==> src/rtl/spi_aes_pkg.sv <==
// Shared types for the SPI AES frame slave: FSM states, key-size codes, key length lookup.
// Latency: n/a (declarations only).
// Backpressure: n/a.
package spi_aes_pkg;

  typedef enum logic [2:0] {
    IDLE,
    RX_MSG,
    RX_KEY,
    START,
    WAIT,
    TX,
    DONE,
    ERR
  } state_e;

  localparam logic [1:0] SZ_128 = 2'b00;
  localparam logic [1:0] SZ_192 = 2'b01;
  localparam logic [1:0] SZ_256 = 2'b10;
  localparam logic [1:0] SZ_BAD = 2'b11;

  // Number of key bits framed on the wire for a given size code; 0 for the illegal code.
  function automatic int unsigned KEY_BITS(input logic [1:0] sz);
    case (sz)
      SZ_128:  return 128;
      SZ_192:  return 192;
      SZ_256:  return 256;
      default: return 0;
    endcase
  endfunction

endpackage

==> src/rtl/spi_idx_capture.sv <==
// Indexed bit-capture register: writes one bit at a time at a given index, with whole-register clear.
// Latency: bit visible on o_q one cycle after i_we.
// Backpressure: none; out-of-range indices are dropped.
module spi_idx_capture #(
  parameter int W     = 128,
  parameter int IDX_W = 9
) (
  input  logic             i_clk,
  input  logic             i_rst_n,
  input  logic             i_clr,
  input  logic             i_we,
  input  logic [IDX_W-1:0] i_idx,
  input  logic             i_bit,
  output logic [W-1:0]     o_q
);

  localparam int BW = (W > 1) ? $clog2(W) : 1;

  logic [W-1:0]  r_q;
  logic          w_in_range;
  logic [BW-1:0] w_bidx;

  assign w_in_range = (32'(i_idx) < W);
  assign w_bidx     = i_idx[BW-1:0];
  assign o_q        = r_q;

  // Clear and write in the same cycle leaves only the written bit set.
  always_ff @(posedge i_clk or negedge i_rst_n) begin
    if (!i_rst_n) begin
      r_q <= '0;
    end else begin
      if (i_clr) r_q <= '0;
      if (i_we && w_in_range) r_q[w_bidx] <= i_bit;
    end
  end

endmodule

==> src/rtl/spi_aes_frame_slave.sv <==
// SPI slave framing one AES operation: message then key in on simo, result out on somi, LSB first.
// Latency: aes_start 1 cycle after last key bit; first somi bit 2 cycles after aes_done.
// Backpressure: none; css high mid-frame aborts with frame_err, the core is waited on indefinitely.
module spi_aes_frame_slave
  import spi_aes_pkg::*;
#(
  parameter int BLOCK_W   = 128,
  parameter int MAX_KEY_W = 256
) (
  input  logic                 clk,
  input  logic                 reset,
  input  logic                 css,
  input  logic                 simo,
  input  logic                 mode,
  input  logic [1:0]           size,
  output logic                 somi,
  output logic [BLOCK_W-1:0]   aes_msg,
  output logic [MAX_KEY_W-1:0] aes_key,
  output logic                 aes_mode,
  output logic [1:0]           aes_size,
  output logic                 aes_start,
  input  logic                 aes_done,
  input  logic [BLOCK_W-1:0]   aes_result,
  output logic                 busy,
  output logic                 frame_err
);

  // Counter is shared by msg, key and tx phases, so it is sized for the widest key.
  localparam int                CNT_W    = $clog2(MAX_KEY_W) + 1;
  localparam int                RES_IW   = $clog2(BLOCK_W);
  localparam logic [CNT_W-1:0]  MSG_LAST = CNT_W'(BLOCK_W - 1);
  localparam logic [CNT_W-1:0]  TX_END   = CNT_W'(BLOCK_W);

  state_e             r_state;
  state_e             w_next;
  logic [CNT_W-1:0]   r_cnt;
  logic               r_mode;
  logic [1:0]         r_size;
  logic [BLOCK_W-1:0] r_result;
  logic               r_somi;
  logic               r_frame_err;
  logic               r_armed;

  logic               w_go;
  logic               w_abort;
  logic               w_msg_clr;
  logic               w_msg_we;
  logic               w_key_clr;
  logic               w_key_we;
  logic [CNT_W-1:0]   w_idx;
  logic [CNT_W-1:0]   w_key_last;
  logic [RES_IW-1:0]  w_tx_idx;

  // A frame may only start after css has been seen high since reset, so a reset
  // taken with css low does not resume into a half-clocked frame.
  assign w_go       = (r_state == IDLE) && !css && r_armed;
  assign w_abort    = css && (r_state inside {RX_MSG, RX_KEY, START, WAIT, TX});
  assign w_idx      = (r_state == IDLE) ? '0 : r_cnt;
  assign w_key_last = CNT_W'(KEY_BITS(r_size) - 1);
  assign w_tx_idx   = r_cnt[RES_IW-1:0];

  assign somi      = r_somi;
  assign aes_mode  = r_mode;
  assign aes_size  = r_size;
  assign aes_start = (r_state == START);
  assign frame_err = r_frame_err;
  assign busy      = (r_state inside {RX_MSG, RX_KEY, START, WAIT, TX}) ||
                     (w_go && (size != SZ_BAD));

  spi_idx_capture #(.W(BLOCK_W), .IDX_W(CNT_W)) u_msg (
    .i_clk   (clk),
    .i_rst_n (reset),
    .i_clr   (w_msg_clr),
    .i_we    (w_msg_we),
    .i_idx   (w_idx),
    .i_bit   (simo),
    .o_q     (aes_msg)
  );

  spi_idx_capture #(.W(MAX_KEY_W), .IDX_W(CNT_W)) u_key (
    .i_clk   (clk),
    .i_rst_n (reset),
    .i_clr   (w_key_clr),
    .i_we    (w_key_we),
    .i_idx   (w_idx),
    .i_bit   (simo),
    .o_q     (aes_key)
  );

  // Next-state and capture-strobe decode; css high in an active state always wins.
  always_comb begin
    w_next    = r_state;
    w_msg_clr = 1'b0;
    w_msg_we  = 1'b0;
    w_key_clr = 1'b0;
    w_key_we  = 1'b0;
    case (r_state)
      IDLE: begin
        if (w_go) begin
          w_msg_clr = 1'b1;
          w_key_clr = 1'b1;
          if (size == SZ_BAD) begin
            w_next = ERR;
          end else begin
            w_next   = RX_MSG;
            w_msg_we = 1'b1;
          end
        end
      end
      RX_MSG: begin
        if (css) begin
          w_next = IDLE;
        end else begin
          w_msg_we = 1'b1;
          if (r_cnt == MSG_LAST) w_next = RX_KEY;
        end
      end
      RX_KEY: begin
        if (css) begin
          w_next = IDLE;
        end else begin
          w_key_we = 1'b1;
          if (r_cnt == w_key_last) w_next = START;
        end
      end
      START:   w_next = css ? IDLE : WAIT;
      WAIT:    if (css) w_next = IDLE; else if (aes_done) w_next = TX;
      TX:      if (css) w_next = IDLE; else if (r_cnt == TX_END) w_next = DONE;
      DONE:    if (css) w_next = IDLE;
      ERR:     if (css) w_next = IDLE;
      default: w_next = IDLE;
    endcase
  end

  // State register, shared bit counter, latched mode/size, result capture and somi shifter.
  always_ff @(posedge clk or negedge reset) begin
    if (!reset) begin
      r_state     <= IDLE;
      r_cnt       <= '0;
      r_mode      <= 1'b0;
      r_size      <= SZ_128;
      r_result    <= '0;
      r_somi      <= 1'b0;
      r_frame_err <= 1'b0;
      r_armed     <= 1'b0;
    end else begin
      r_state <= w_next;
      if (css) r_armed <= 1'b1;
      case (r_state)
        IDLE: begin
          r_somi <= 1'b0;
          if (w_go) begin
            r_mode      <= mode;
            r_size      <= size;
            r_frame_err <= (size == SZ_BAD);
            r_cnt       <= (size == SZ_BAD) ? '0 : CNT_W'(1);
          end
        end
        RX_MSG: if (!css) r_cnt <= (r_cnt == MSG_LAST) ? '0 : r_cnt + 1'b1;
        RX_KEY: if (!css && (r_cnt != w_key_last)) r_cnt <= r_cnt + 1'b1;
        WAIT: begin
          if (!css && aes_done) begin
            r_result <= aes_result;
            r_cnt    <= '0;
          end
        end
        // One extra TX cycle keeps the last bit on the line for a full clock before DONE.
        TX: begin
          if (!css && (r_cnt != TX_END)) begin
            r_somi <= r_result[w_tx_idx];
            r_cnt  <= r_cnt + 1'b1;
          end else begin
            r_somi <= 1'b0;
          end
        end
        default: r_somi <= 1'b0;
      endcase
      if (w_abort) begin
        r_frame_err <= 1'b1;
        r_somi      <= 1'b0;
      end
    end
  end

endmodule

==> config.mk <==
export PLATFORM = sky130hd
export DESIGN_NAME = spi_aes_frame_slave
export DESIGN_NICKNAME = d
export VERILOG_FILES = /design/src/rtl/spi_aes_pkg.sv /design/src/rtl/spi_idx_capture.sv /design/src/rtl/spi_aes_frame_slave.sv
export SDC_FILE = /design/constraint.sdc
export NUM_CORES = 1
export LEC_CHECK = 0
export ABC_AREA = 0
export CAP_MARGIN = 10
export CORE_MARGIN = 1.5
export CORE_UTILIZATION = 37
export CTS_BUF_LIST = sky130_fd_sc_hd__clkbuf_16
export DETAILED_ROUTE_END_ITERATION = 10
export DONT_BUFFER_PORTS = 1
export GPL_ROUTABILITY_DRIVEN = 0
export RECOVER_POWER = 50
export SLEW_MARGIN = 25
export SYNTH_ARGS = -nofsm -noshare
export SYNTH_HDL_FRONTEND = slang
export SYNTH_SLANG_ARGS = --single-unit
==> constraint.sdc <==
create_clock -name clk -period 4.3 [get_ports clk]
set_input_delay 0.86 -clock clk [delete_from_list [all_inputs] [get_ports clk]]
set_output_delay 0.86 -clock clk [all_outputs]
set_load 0.05 [all_outputs]
==> impl_metrics.py, run 1 <==
metrics = {
    "cells_and_area": {
        "nNetsFinal": 2160,
        "fin_cells": 2927,
        "layout-drive-gt1-share_pct": 15.5,
        "layout_commonest_cell": "dfrtp_1",
        "syn_to_final_growth_pct": 9.39,
        "final_cell_mix": "dfrtp_1 (526), nand2_1 (309), o31ai_1 (237), o211ai_1 (235), mux2i_1 (151)",
    },
    "detailed_routing": {
        "first_pass_iters": 6,
        "wire_per_inst_um": 26.9,
        "vias": 17400,
        "drt-total-wl_um": 78600,
        "ant_nets": 0,
        "drc_errors": 0,
        "via_per_inst": 5.95,
        "drt_iter0_markers": 1652,
    },
    "sta": {
        "finalSetupViolCount": 0,
        "fin_crit_ps": 3480,
        "worst_slack_ps": 816,
        "hold_viol": 51,
        "max_freq_mhz": 287,
        "skew_ps": 19.9,
        "rsz0062_at_grt": "false",
        "finalSetupTns_ps": 0,
        "worst_hold_slack_ps": -69.7,
        "slew_viol_final": 316,
        "slew_headroom_pct": -54.8,
        "fin_crit_sh_pct": 81.0,
        "max_slew.worst_pin.slew_ps": 2320,
    },
    "pwr": {
        "switching_share_pct": 31.9,
        "leakage_uw": 0.0119,
        "ir_drop_uv": 399,
        "p_int_uw": 9640,
        "clockPowerShare_pct": 34.6,
        "total_power_uw": 14200,
        "power_frac_comb_pct": 21.1,
        "sequentialPowerShare_pct": 44.3,
        "powerDensity_nw_per_um2": 531,
        "p_sw_uw": 4520,
    },
    "setup_path": {
        "path_delay_family": "simple AND/OR/NAND/NOR gates",
        "r2r_cells": 6,
        "rrSetupSlack_ps": 980,
        "max_stage_delay_ps": 580,
        "reg2reg_from": "r_state[1]$_DFFE_PN0P_",
        "crit_required_ps": 3440,
        "critPathSlowestCell": "dfrtp_1",
        "cp-end-kind": "output pin",
        "worst_ep_arrival_time_ps": 2620,
        "critPathLaunchType": "flop",
        "cp_max_fo": 21,
        "critPathBufInv": 1,
        "worst-setup-path-type": "reg -> out",
        "cp_cell_sequence": "nor3_1 > buf_4 > and2_1 > a21o_1",
        "reg2reg_to": "u_msg.o_q[35]$_DFF_PN0_",
    },
    "yosys": {
        "synth_top_area_share_pct": 54.4,
        "synth_edf_count": 0,
        "syn_nets": 2293,
        "synth-seq-cells": 530,
        "syn_area_um2": 24400,
        "synth_seq_area_share_pct": 54.4,
        "synth_cells": 2155,
        "avgSynthCellArea_um2": 11.3,
        "ys_warn_count": 0,
        "ys_top_cells_by_area": "dfrtp_1 (54%), o31ai_1 (7.3%), o211ai_1 (7.2%)",
        "ys_types": 64,
        "synth-main-ff-cell": "dfrtp_1",
        "yosys.area.top_type": "dfrtp_1",
        "async_flop_share_pct": 100,
    },
    "clocking": {
        "cts.sinks": 530,
        "cts_tree": "done",
        "path_clk_slew_ps": 60,
        "cts.repair.resized": 0,
        "cts_buffers": 59,
        "cts_root_buffer": "clkbuf_16",
        "htree_levels": 2,
        "cts_setup_buffers": 0,
        "clockBufferDepth": 3,
        "clk_latency_ps": 620,
    },
    "place": {
        "dp_cells": 2815,
        "port_buffers": 0,
        "place_ws_ps": 975,
        "dpl.hpwl_um": 52000,
    },
    "floorplan": {
        "initial_core_util_pct": 37.6,
        "ios": 527,
        "core_um2": 64800,
        "die_y_um": 260,
        "num_rows": 93,
        "dieArea_um2": 67500,
        "die-width_um": 260,
    },
    "run_status": {
        "violations": "negative hold slack, max-capacitance violations, max-slew violations",
        "outcome": "complete, but fails checks",
    },
    "global_routing": {
        "grt-ovfl-total": 0,
        "antenna_found_initial": 7,
        "grt_use_total_pct": 22.6,
        "grt_pass1_vias": 17100,
        "grt_pass1_wl_um": 116000,
        "grt_max_degree": 531,
    },
    "min_path": {
        "worst_hold_path_type": "in -> async",
    },
    "flow_run": {
        "maxCapViolCount": 1,
    },
}
area by class of cell:
| type | instances | area [um2] |
|---|---|---|
| Antenna cell | 4 | 10.0 |
| Clock buffer | 59 | 1480 |
| Clock inverter | 48 | 378 |
| Fill cell | 6082 | 38100 |
| Inverter | 12 | 52.6 |
| Multi-Input combinational cell | 1376 | 10100 |
| Sequential cell | 530 | 13300 |
| Tap cell | 855 | 1070 |
| Timing Repair Buffer | 43 | 377 |
cells by family (layout without fill, tap and decap cells):
logic type	count (synthesis)	in the layout	synth area share (%)
DFF	530	530	54.4
xor gates and xnor gates	2	2	0.0718
adders and majority gates	2	2	0.103
and+or+nand+nor	505	505	9.74
muxes	303	303	14.1
other	0	4	0
buffers and inverters	249	162	4.60
AOI/OAI and AO/OA	564	564	17.0
cell usage after synthesis (6+ instances only):
cell type,instances
mux4_2,19
nor3_2,6
or3_1,6
nor3_1,6
nand2_1,312
buf_4,17
inv_1,11
mux2i_1,151
and2_1,11
nand2b_1,7
clkbuf_1,140
nor4_1,6
nand2_4,7
dfrtp_1,530
mux2_2,133
and3_1,12
o31ai_1,237
o211ai_1,235
o21ai_0,36
a21oi_1,6
nor2_1,25
buf_2,69
buf_1,6
nor2b_1,17
nand3_1,58
through the flow:
| stage | hold WS (ps) | util (%) | area (um2) |
|---|---|---|---|
| 2_1_floorplan | 454 | - | 24400 |
| 3_3_place_gp | 481 | 38.3 | 24800 |
| 3_5_place_dp | 488 | 38.3 | 24800 |
| 4_1_cts | -100 | 41.1 | 26700 |
| 5_1_grt | -97.9 | 41.2 | 26700 |
| 6_report | -69.7 | 41.2 | 26700 |
power groups by stage:
stage               Clock (uW)  Combinational [uW]  Sequential, uW
floorplan                    0                2370            6080
global placement             0                2950            6320
detailed placement           0                3010            6370
CTS                       4990                3020            6280
global route              5170                3230            6360
finish                    4900                2990            6270
per-layer routing:
metal	GRT usage [%]	share of wire, %
met4	8.06	3.4
met1	27.8	39
met3	6.51	8.6
met2	37.7	49
met5	0	0.072
state kept, by name, indices dropped and copies added, names as in the netlist:
register,count
u_key.o_q,256
r_result,128
u_msg.o_q,128
r_cnt,9
r_state,3
aes_size,2
aes_mode,1
frame_err,1
r_armed,1
somi,1
worst register-to-register path, delay by kind of cell (launching register included):
kind                   cells  cell delay (ps)
buffers and inverters      2             1720
flip-flops                 1              690
AND/OR/NAND/NOR            3              630
multiplexers               1              200
how the worst max path moves through the flow:
| stage | startpoint | end | slack (ps) | depth (start not counted) |
|---|---|---|---|---|
| global route | r_state[1]$_DFFE_PN0P_ | busy | 660 | 4 |
| finish | r_state[1]$_DFFE_PN0P_ | busy | 820 | 4 |
| global placement | css | u_msg.o_q[98]$_DFF_PN0_ | 1120 | 6 |
| floorplan | r_state[1]$_DFFE_PN0P_ | busy | 1720 | 6 |
| CTS | r_state[1]$_DFFE_PN0P_ | busy | 840 | 4 |
| detailed placement | css | u_msg.o_q[101]$_DFF_PN0_ | 970 | 6 |
(Power assumes the default switching activity.)
==> run 2, diff against run 1 <==
- clock period: 4.3 -> 2.8 ns (I/O delays scaled with it)
==> impl_metrics.py, run 2 (synthesis gave the netlist of run 1 again) <==
metrics = {
    "run_status": {
        "outcome": "complete, but fails checks",
        "violations": "negative hold slack, max-slew violations",
    },
    "setup_path": {
        "cp-end-kind": "output pin",
        "critPathSlowestCell": "dfrtp_1",
        "cp_cell_sequence": "buf_4 > nor3_4 > buf_6 > and2_4 > a21o_1 > buf_12",
        "max_stage_delay_ps": 390,
        "critPathBufInv": 3,
        "crit_required_ps": 2240,
        "path_delay_family": "buffers and inverters",
        "cp_max_fo": 10,
        "worst_ep_arrival_time_ps": 2110,
        "critPathLaunchType": "flop",
        "worst-setup-path-type": "reg -> out",
    },
    "global_routing": {
        "grt_max_degree": 531,
        "grt_pass1_wl_um": 117000,
        "grt_pass1_vias": 17200,
        "antenna_found_initial": 12,
        "grt_use_total_pct": 22.9,
        "grt-ovfl-total": 0,
    },
    "sta": {
        "slew_headroom_pct": -44.3,
        "hold_viol": 344,
        "max_slew.worst_pin.slew_ps": 2160,
        "max_freq_mhz": 374,
        "finalSetupTns_ps": 0,
        "rsz0062_at_grt": "false",
        "fin_crit_ps": 2670,
        "worst_slack_ps": 130,
        "finalSetupViolCount": 0,
        "skew_ps": 12.3,
        "slew_viol_final": 191,
        "fin_crit_sh_pct": 95.4,
        "worst_hold_slack_ps": -372,
    },
    "min_path": {
        "worst_hold_path_type": "in -> async",
    },
    "cells_and_area": {
        "syn_to_final_growth_pct": 11.6,
        "layout-drive-gt1-share_pct": 17.8,
        "fillCellCount": 6036,
        "layout_commonest_cell": "dfrtp_1",
        "final_cell_mix": "dfrtp_1 (526), nand2_1 (308), o31ai_1 (237), o211ai_1 (235), mux2i_1 (151)",
        "largest_register_ffs": 256,
        "nNetsFinal": 2206,
    },
    "clocking": {
        "cts_setup_buffers": 0,
        "cts.sinks": 530,
        "cts_tree": "done",
        "cts_buffers": 58,
        "htree_levels": 2,
        "clk_latency_ps": 620,
        "cts_root_buffer": "clkbuf_16",
        "clockBufferDepth": 3,
        "path_clk_slew_ps": 60,
    },
    "floorplan": {
        "die-width_um": 260,
        "dieArea_um2": 67500,
        "die_y_um": 260,
        "initial_core_util_pct": 37.6,
        "num_rows": 93,
        "ios": 527,
        "core_um2": 64800,
    },
    "pwr": {
        "ir_drop_uv": 570,
        "clockPowerShare_pct": 34.9,
        "total_power_uw": 22300,
        "power_frac_comb_pct": 22.8,
        "leakage_uw": 0.0122,
        "p_int_uw": 15300,
        "sequentialPowerShare_pct": 42.4,
        "powerDensity_nw_per_um2": 819,
        "switching_share_pct": 31.5,
        "p_sw_uw": 7030,
    },
    "place": {
        "dpl.hpwl_um": 53600,
        "place_ws_ps": 256,
        "port_buffers": 0,
    },
    "detailed_routing": {
        "wire_per_inst_um": 26.7,
        "drt-total-wl_um": 79400,
        "first_pass_iters": 6,
        "via_per_inst": 5.88,
        "drc_errors": 0,
        "ant_nets": 0,
        "drt_iter0_markers": 1868,
        "vias": 17500,
    },
    "flow_run": {
        "maxCapViolCount": 0,
    },
}
[run 2: cell types whose count changed in the layout (fill, tap and decap cells not counted), moves of 2 or more]
cell	before	now
buf_4	38	77
buf_12	3	12
inv_1	24	17
clkinv_2	8	14
bufinv_16	5	8
clkinv_1	10	12
clkinvlp_4	5	3
diode_2	4	6
[run 2: timing repair]
item | in CTS | in global routing
endpoints found under the hold margin | 530 | 530
resized for setup | 1 | 1
endpoints found under the setup margin | 1 | 1
[run 2: layout make-up]
type	instances	area (um2)	area share, %
Clock buffer	58	1450	5.33
Tap cell	855	1070	3.93
Clock inverter	50	469	1.72
Sequential cell	530	13300	48.7
Timing Repair Buffer	90	830	3.05
Multi-Input combinational cell	1376	10100	37.0
Antenna cell	6	15.0	0.0551
Inverter	12	52.6	0.193
[run 2: power groups by stage]
| stage | registers, uW | clock network (uW) | logic [uW] |
|---|---|---|---|
| final | 9450 | 7780 | 5080 |
| after global routing | 9580 | 8240 | 5470 |
| after CTS | 9460 | 7960 | 5110 |
| after detailed placement | 9600 | 0 | 5090 |
| after global placement | 9540 | 0 | 4980 |
| after floorplan | 9340 | 0 | 3640 |
[run 2: through the flow]
| step | instance area [um2] | utilization, % | std cells | hold slack [ps] |
|---|---|---|---|---|
| 2_1_floorplan | 24400 | - | 2155 | 264 |
| 3_3_place_gp | 25300 | 39.0 | 2863 | 275 |
| 3_5_place_dp | 25300 | 39.0 | 2863 | 276 |
| 4_1_cts | 27200 | 42.0 | 2971 | -406 |
| 5_1_grt | 27200 | 42.0 | 2976 | -405 |
| 6_report | 27200 | 42.0 | 2977 | -372 |
[run 2: worst register-to-register path, cell delays in order (launching register included)]
cell,delay (ps)
dfrtp_2,510
inv_1,310
ha_1,220
nand4_1,120
o31ai_1,410
o22ai_1,390
nor2b_1,300
a22o_1,260
[run 2: layer usage]
metal  routed length [um]  vias to the layer above  track usage (%)
met4                 3020                        8             9.03
met3                 7120                      151             7.37
met5                   44                        -                0
met1                30700                     8786             27.9
met2                38500                      750             37.6
li1                     -                     7807                -
[run 2: worst paths after layout]
path                                            end  cells after the start  slack [ps]              startpoint
max in group asynchronous      r_cnt[2]$_DFFE_PN0P_                      0        1290                   reset
setup / recovery                               busy                      6         130  r_state[0]$_DFFE_PN0P_
min in group clk             r_state[2]$_DFFE_PN0P_                      1          40                     css
hold / removal             u_key.o_q[205]$_DFF_PN0_                      0        -370                   reset
hold reg to reg                 r_armed$_DFFE_PN0P_                      1         490     r_armed$_DFFE_PN0P_
setup reg to reg               r_cnt[8]$_DFFE_PN0P_                      7         170    r_cnt[0]$_DFFE_PN0P_
